## config.mk

```make
export PLATFORM = sky130hd
export DESIGN_NAME = alu_rr_sched
export DESIGN_NICKNAME = d
export VERILOG_FILES = /design/src/rtl/alu_rr_sched.sv
export SDC_FILE = /design/constraint.sdc
export NUM_CORES = 1
export LEC_CHECK = 0
export CAP_MARGIN = 25
export CORE_ASPECT_RATIO = 0.75
export CORE_UTILIZATION = 40
export DETAILED_ROUTE_END_ITERATION = 10
export PLACE_DENSITY = 0.85
export SLEW_MARGIN = 30
export SYNTH_ARGS = -nofsm -noshare
export SYNTH_HDL_FRONTEND = slang
export SYNTH_SLANG_ARGS = --single-unit
```

## constraint.sdc

```tcl
create_clock -name clk -period 2 [get_ports clk]
set_clock_uncertainty 0.05 [all_clocks]
set_input_delay 0.6 -clock clk [delete_from_list [all_inputs] [get_ports clk]]
set_output_delay 0.6 -clock clk [all_outputs]
set_load 0.005 [all_outputs]
```

## src/rtl/alu_rr_sched.sv

```systemverilog
// alu_rr_sched: round-robin scheduler sharing one combinational ALU between
// two requesters. The winning op is latched into operand registers, the ALU
// is driven from them for one cycle (EXEC), and the result is held in a
// response register until the consumer takes it (RESP).
//
// Optional build macro: ALU_SCHED_OP_CHECK_EN
//   defined   -> op codes above MAX_OP produce a zero result with rsp_err=1
//   undefined -> rsp_err tied to 0, every op code passes through unchecked
//
// Ports:
//   clk, reset                      clock, synchronous active-high reset
//   reqN_valid/ready/ctrl/x/y       requester N op handshake (N = 0, 1);
//                                   reqN_ready is combinational
//   alu_ctrl/x/y                    registered operands to the ALU
//   alu_out, alu_carry              ALU result
//   rsp_valid/ready/id/out/carry    response handshake and payload
//   rsp_err                         illegal-op flag
//   op_cnt                          completed responses, saturating
module alu_rr_sched #(
  parameter int unsigned WIDTH  = 8,
  parameter int unsigned CTRL_W = 4,
  parameter int unsigned MAX_OP = 12,
  parameter int unsigned CNT_W  = 16
) (
  input  logic              clk,
  input  logic              reset,
  input  logic              req0_valid,
  output logic              req0_ready,
  input  logic [CTRL_W-1:0] req0_ctrl,
  input  logic [WIDTH-1:0]  req0_x,
  input  logic [WIDTH-1:0]  req0_y,
  input  logic              req1_valid,
  output logic              req1_ready,
  input  logic [CTRL_W-1:0] req1_ctrl,
  input  logic [WIDTH-1:0]  req1_x,
  input  logic [WIDTH-1:0]  req1_y,
  output logic [CTRL_W-1:0] alu_ctrl,
  output logic [WIDTH-1:0]  alu_x,
  output logic [WIDTH-1:0]  alu_y,
  input  logic [WIDTH-1:0]  alu_out,
  input  logic              alu_carry,
  output logic              rsp_valid,
  input  logic              rsp_ready,
  output logic              rsp_id,
  output logic [WIDTH-1:0]  rsp_out,
  output logic              rsp_carry,
  output logic              rsp_err,
  output logic [CNT_W-1:0]  op_cnt
);

  localparam logic [1:0] ST_IDLE = 2'd0;
  localparam logic [1:0] ST_EXEC = 2'd1;
  localparam logic [1:0] ST_RESP = 2'd2;

  logic [1:0]        state_q,     state_d;
  logic [CTRL_W-1:0] ctrl_q,      ctrl_d;
  logic [WIDTH-1:0]  x_q,         x_d;
  logic [WIDTH-1:0]  y_q,         y_d;
  logic              id_q,        id_d;
  logic              last_q,      last_d;
  logic              rsp_valid_q, rsp_valid_d;
  logic              rsp_id_q,    rsp_id_d;
  logic [WIDTH-1:0]  rsp_out_q,   rsp_out_d;
  logic              rsp_carry_q, rsp_carry_d;
  logic [CNT_W-1:0]  cnt_q,       cnt_d;
`ifdef ALU_SCHED_OP_CHECK_EN
  logic              rsp_err_q,   rsp_err_d;
`endif

  logic grant_ok;
  logic gnt0;
  logic gnt1;

  // Arbitration: a new grant is allowed in IDLE or on the cycle the pending
  // response is consumed; on a tie the requester not granted last time wins.
  always_comb begin
    grant_ok = (state_q == ST_IDLE) || ((state_q == ST_RESP) && rsp_ready);
    gnt0     = grant_ok && req0_valid && (!req1_valid || last_q);
    gnt1     = grant_ok && req1_valid && (!req0_valid || !last_q);
  end

  assign req0_ready = gnt0;
  assign req1_ready = gnt1;

  // Next-state, operand capture and response capture.
  always_comb begin
    state_d     = state_q;
    ctrl_d      = ctrl_q;
    x_d         = x_q;
    y_d         = y_q;
    id_d        = id_q;
    last_d      = last_q;
    rsp_valid_d = rsp_valid_q;
    rsp_id_d    = rsp_id_q;
    rsp_out_d   = rsp_out_q;
    rsp_carry_d = rsp_carry_q;
    cnt_d       = cnt_q;
`ifdef ALU_SCHED_OP_CHECK_EN
    rsp_err_d   = rsp_err_q;
`endif

    if (gnt0 || gnt1) begin
      ctrl_d = gnt1 ? req1_ctrl : req0_ctrl;
      x_d    = gnt1 ? req1_x    : req0_x;
      y_d    = gnt1 ? req1_y    : req0_y;
      id_d   = gnt1;
      last_d = gnt1;
    end

    case (state_q)
      ST_IDLE: begin
        if (gnt0 || gnt1) state_d = ST_EXEC;
      end
      ST_EXEC: begin
        rsp_valid_d = 1'b1;
        rsp_id_d    = id_q;
        rsp_out_d   = alu_out;
        rsp_carry_d = alu_carry;
`ifdef ALU_SCHED_OP_CHECK_EN
        rsp_err_d   = 1'b0;
        if (ctrl_q > CTRL_W'(MAX_OP)) begin
          rsp_out_d   = '0;
          rsp_carry_d = 1'b0;
          rsp_err_d   = 1'b1;
        end
`endif
        state_d = ST_RESP;
      end
      ST_RESP: begin
        if (rsp_ready) begin
          rsp_valid_d = 1'b0;
          if (cnt_q != '1) cnt_d = cnt_q + CNT_W'(1);
          state_d = (gnt0 || gnt1) ? ST_EXEC : ST_IDLE;
        end
      end
      default: begin
        state_d     = ST_IDLE;
        rsp_valid_d = 1'b0;
      end
    endcase
  end

  // State and datapath registers; last grant resets to 1 so req0 wins first.
  always_ff @(posedge clk) begin
    if (reset) begin
      state_q     <= ST_IDLE;
      ctrl_q      <= '0;
      x_q         <= '0;
      y_q         <= '0;
      id_q        <= 1'b0;
      last_q      <= 1'b1;
      rsp_valid_q <= 1'b0;
      rsp_id_q    <= 1'b0;
      rsp_out_q   <= '0;
      rsp_carry_q <= 1'b0;
      cnt_q       <= '0;
`ifdef ALU_SCHED_OP_CHECK_EN
      rsp_err_q   <= 1'b0;
`endif
    end else begin
      state_q     <= state_d;
      ctrl_q      <= ctrl_d;
      x_q         <= x_d;
      y_q         <= y_d;
      id_q        <= id_d;
      last_q      <= last_d;
      rsp_valid_q <= rsp_valid_d;
      rsp_id_q    <= rsp_id_d;
      rsp_out_q   <= rsp_out_d;
      rsp_carry_q <= rsp_carry_d;
      cnt_q       <= cnt_d;
`ifdef ALU_SCHED_OP_CHECK_EN
      rsp_err_q   <= rsp_err_d;
`endif
    end
  end

  assign alu_ctrl  = ctrl_q;
  assign alu_x     = x_q;
  assign alu_y     = y_q;
  assign rsp_valid = rsp_valid_q;
  assign rsp_id    = rsp_id_q;
  assign rsp_out   = rsp_out_q;
  assign rsp_carry = rsp_carry_q;
  assign op_cnt    = cnt_q;
`ifdef ALU_SCHED_OP_CHECK_EN
  assign rsp_err   = rsp_err_q;
`else
  assign rsp_err   = 1'b0;
`endif

endmodule
```

==> results of run 1 <==
==> metal layers <==
metal / up-vias / GRT usage, % / part of all wire [%]
li1: 1169 / - / -
met1: 1059 / 26.74 / 44
met2: 75 / 35.40 / 48
met3: 15 / 4.890 / 5.3
met4: 0 / 7.937 / 2.1
met5: - / 0 / 0
==> cells by family (layout without fill, tap and decap cells) <==
kind of cell    after synthesis  after routing
compound gates               56             56
fa+ha+maj                     1              1
simple gates                 99             99
buf+inv                      22            142
flops                        51             51
mux                          26             26
other cells                   1              1
==> registers in the layout (all words and copies together), names as in the netlist <==
signal / count
alu_x: 8
last_q: 1
alu_y: 8
alu_ctrl: 4
state_q: 2
rsp_id: 1
id_q: 1
rsp_out: 8
rsp_carry: 1
op_cnt: 16
rsp_valid: 1
==> layout by cell type, fill, tap and decap left out, types with 3 or more instances in the layout <==
master,count
buf_2,3
nor3_1,3
buf_4,25
a21oi_1,19
dfxtp_2,3
o31ai_1,5
a211oi_1,20
nand2_1,29
nor4_1,3
clkdlybuf4s50_1,94
nor2b_1,4
inv_1,7
nand4_1,4
nand3_1,7
mux2i_1,22
dfxtp_1,46
clkbuf_8,7
nor2_1,33
or4_1,6
mux2_2,3
==> power by group <==
| part | leakage (nW) | switching, mW | total (mW) | internal, mW |
|---|---|---|---|---|
| clock network | 0.0505 | 0.333 | 0.648 | 0.315 |
| logic | 0.955 | 0.186 | 0.476 | 0.290 |
| registers | 0.421 | 0.0376 | 1.12 | 1.08 |
==> stage by stage <==
step / std cells / setup TNS [ns] / setup WS, ns / util, %
detailed placement: 442 / -14.69 / -0.6596 / 64.53
global placement: 442 / -14.18 / -0.6777 / 64.53
CTS: 451 / 0 / 0.003778 / 66.55
global route: 451 / 0 / 0.001862 / 66.80
floorplan: 256 / 0 / 0.02839 / -
finish: 451 / 0 / 0.06114 / 66.80
==> tightest hold or removal path: stages, from the launching register on <==
cell and delay [ns]:
dfxtp_1 0.32, nand2_1 0.05, a21oi_1 0.05
==> repair_timing <==
item                                    4_1_cts  5_1_grt
resized for setup                            16        7
pin swaps                                     2        0
buffers inserted                              1        0
endpoints found under the setup margin       37        5
==> final cells by class <==
type	count	area (um^2)
tap	75	93.84
clock inverter	1	7.507
multi-input combinational	183	1180
inverter	7	26.28
clock buffer	7	96.34
timing repair buffer	127	1197
fill	436	1805
sequential	51	1032
==> worst max path at each step <==
| stage | from | end | slack, ns | cells after the start |
|---|---|---|---|---|
| 3_5_place_dp | rsp_ready | req0_ready | -0.66 | 4 |
| 2_1_floorplan | rsp_ready | req1_ready | 0.03 | 4 |
| 6_report | op_cnt[6] | op_cnt[6] | 0.06 | 1 |
| 3_3_place_gp | rsp_ready | req0_ready | -0.68 | 4 |
| 4_1_cts | op_cnt[3] | op_cnt[3] | 0.004 | 2 |
| 5_1_grt | op_cnt[12] | op_cnt[12] | 0.002 | 1 |
==> metrics.md, run 1 <==
| Metric | Value |
|---|---|
| Outcome | finished clean |
| Peak supply drop | 0.3544 mV |
| Synthesized area | 2288 um^2 |
| Largest net degree at the start of global routing | 43 |
| Antenna cells | 0 |
| Top post-synthesis cells by area | dfxtp_1, mux2i_1, a211oi_1, nor2_1, nand2_1 |
| Cell taking the most area after synthesis | dfxtp_1 |
| Synth Flop Type | dfxtp_1 |
| Simple-Gate Fraction of Synth Area | 21.87% |
| Maximum Capacitance Violations | 0 |
| Die X | 89.34 um |
| Power Total | 2.241 mW |
| Hold depth | 2 |
| Ratio of cells with drive above 1 in the final layout | 13.30% |
| Unique masters post-synth | 39 |
| TritonCTS clock tree | built |
| Buffers & Inverters on Critical Path | 1 |
| CTS Buf Count | 5 |
| Initial antenna violation count | 0 |
| Sink Count | 51 |
| Post-Route WL | 6.460 mm |
| H-tree levels | 2 |
| Layout Nets | 430 |
| Final ANT Viol Nets | 0 |
| CP cell instances | clkdlybuf4s50_1 |
| CP max stage cell | clkdlybuf4s50_1 |
| Most frequent cell after synthesis | dfxtp_1 |
| RSZ-0062 raised after global routing | false |
| Dpl cell area | 3510 um^2 |
| Site Rows | 23 |
| GPL Wtd Cong | 0.8624 |
| PortBufs | 102 |
| Final Hold Violating Endpoints | 0 |
| Via count | 2318 |
| Syn. warnings | 0 |
| Type of the worst min-delay path | reg2reg |
| Detailed Place HPWL | 4.680 mm |
| Initial DRT Pass Iterations | 5 |
| Initial Utilization | 42.08% |
| Period utilization | 96.94% |
| Worst R2R Path Depth | 4 |
| Finish-stage setup viols | 0 |
| Post-Syn Nets | 311 |
| Area grow syn2layout | 58.78% |
| Crit path kind | reg2out |
| Launch point of the worst hold path | id_q |
| Synth Area in Adders | 0.5467% |
| Leak | 1.427 nW |
| Worst r2r src | op_cnt[9] |
| 1st-iter DRT viols | 101 |
| PD cells | 616.9 nW/um^2 |
| Post-synthesis sequential area ratio | 44.61% |
| Clk buf depth | 2 |
| R2R Setup Slk | 0.12 ns |
| Die height | 67.51 um |
| Synthesized area per cell | 8.939 um^2 |
| CTS root buffer | clkbuf_8 |
| Hold_buf cts | 0 |
| Hold-critical path endpoint | rsp_id |
| CP Capture Type | output pin |
| CP max stage delay | 0.54 ns |
| EDFF count, synth | 0 |
| Largest family of logic cells by synthesized area | simple AND/OR/NAND/NOR gates |
| IO Pins | 104 |
| Slew Viols, Final | 0 |
| Total gr overflow | 0 |
| Yosys reg bits | 51 |
| R2R Path End | op_cnt[13] |
| Max Clk Rate | 515.8 MHz |
| Final hold slack | 0.4072 ns |
| Finished layout cell area | 3633 um^2 |
| CP delay by family, top | buffers and inverters |
| Fin crit period | 1.939 ns |
| Compound-Gate Fraction of Synth Area | 17.06% |
| Setup crit start kind | register |
| DRC | 0 |
| Synth Instances | 256 |
| Clk slew on worst S/H paths | 0.09 ns |
| Synth async-reset ratio | 0% |
| First-pass GRT wire length | 9.846 mm |
| Vias in the first global route | 2185 |
| Clk_lat worst skew | 0.30 ns |
| Worst Path Arrival | 1.29 ns |
| Worst EP required | 1.35 ns |
| Multiplexer share of the synthesized area | 11.59% |
| WL/cell | 14.32 um |
| Core area | 5439 um^2 |
| Most instantiated cells after synthesis | dfxtp_1, nor2_1, nand2_1, mux2i_1, a211oi_1 |
| Die area | 6031 um^2 |
| GRT Total Usage | 21.18% |
| Peak fanout along the critical path | 5 |
| Vias per cell | 5.140 |
| Post-synth top area share | 44.61% |
| XOR/XNOR share of the synthesized area | 0% |
(Power assumes the default switching activity.)
==> run 2, diff against run 1 <==
CAP_MARGIN = default   (was 25)
==> results of run 2 <==
No change in the layout: final DEF, timing and power equal those of run 1.
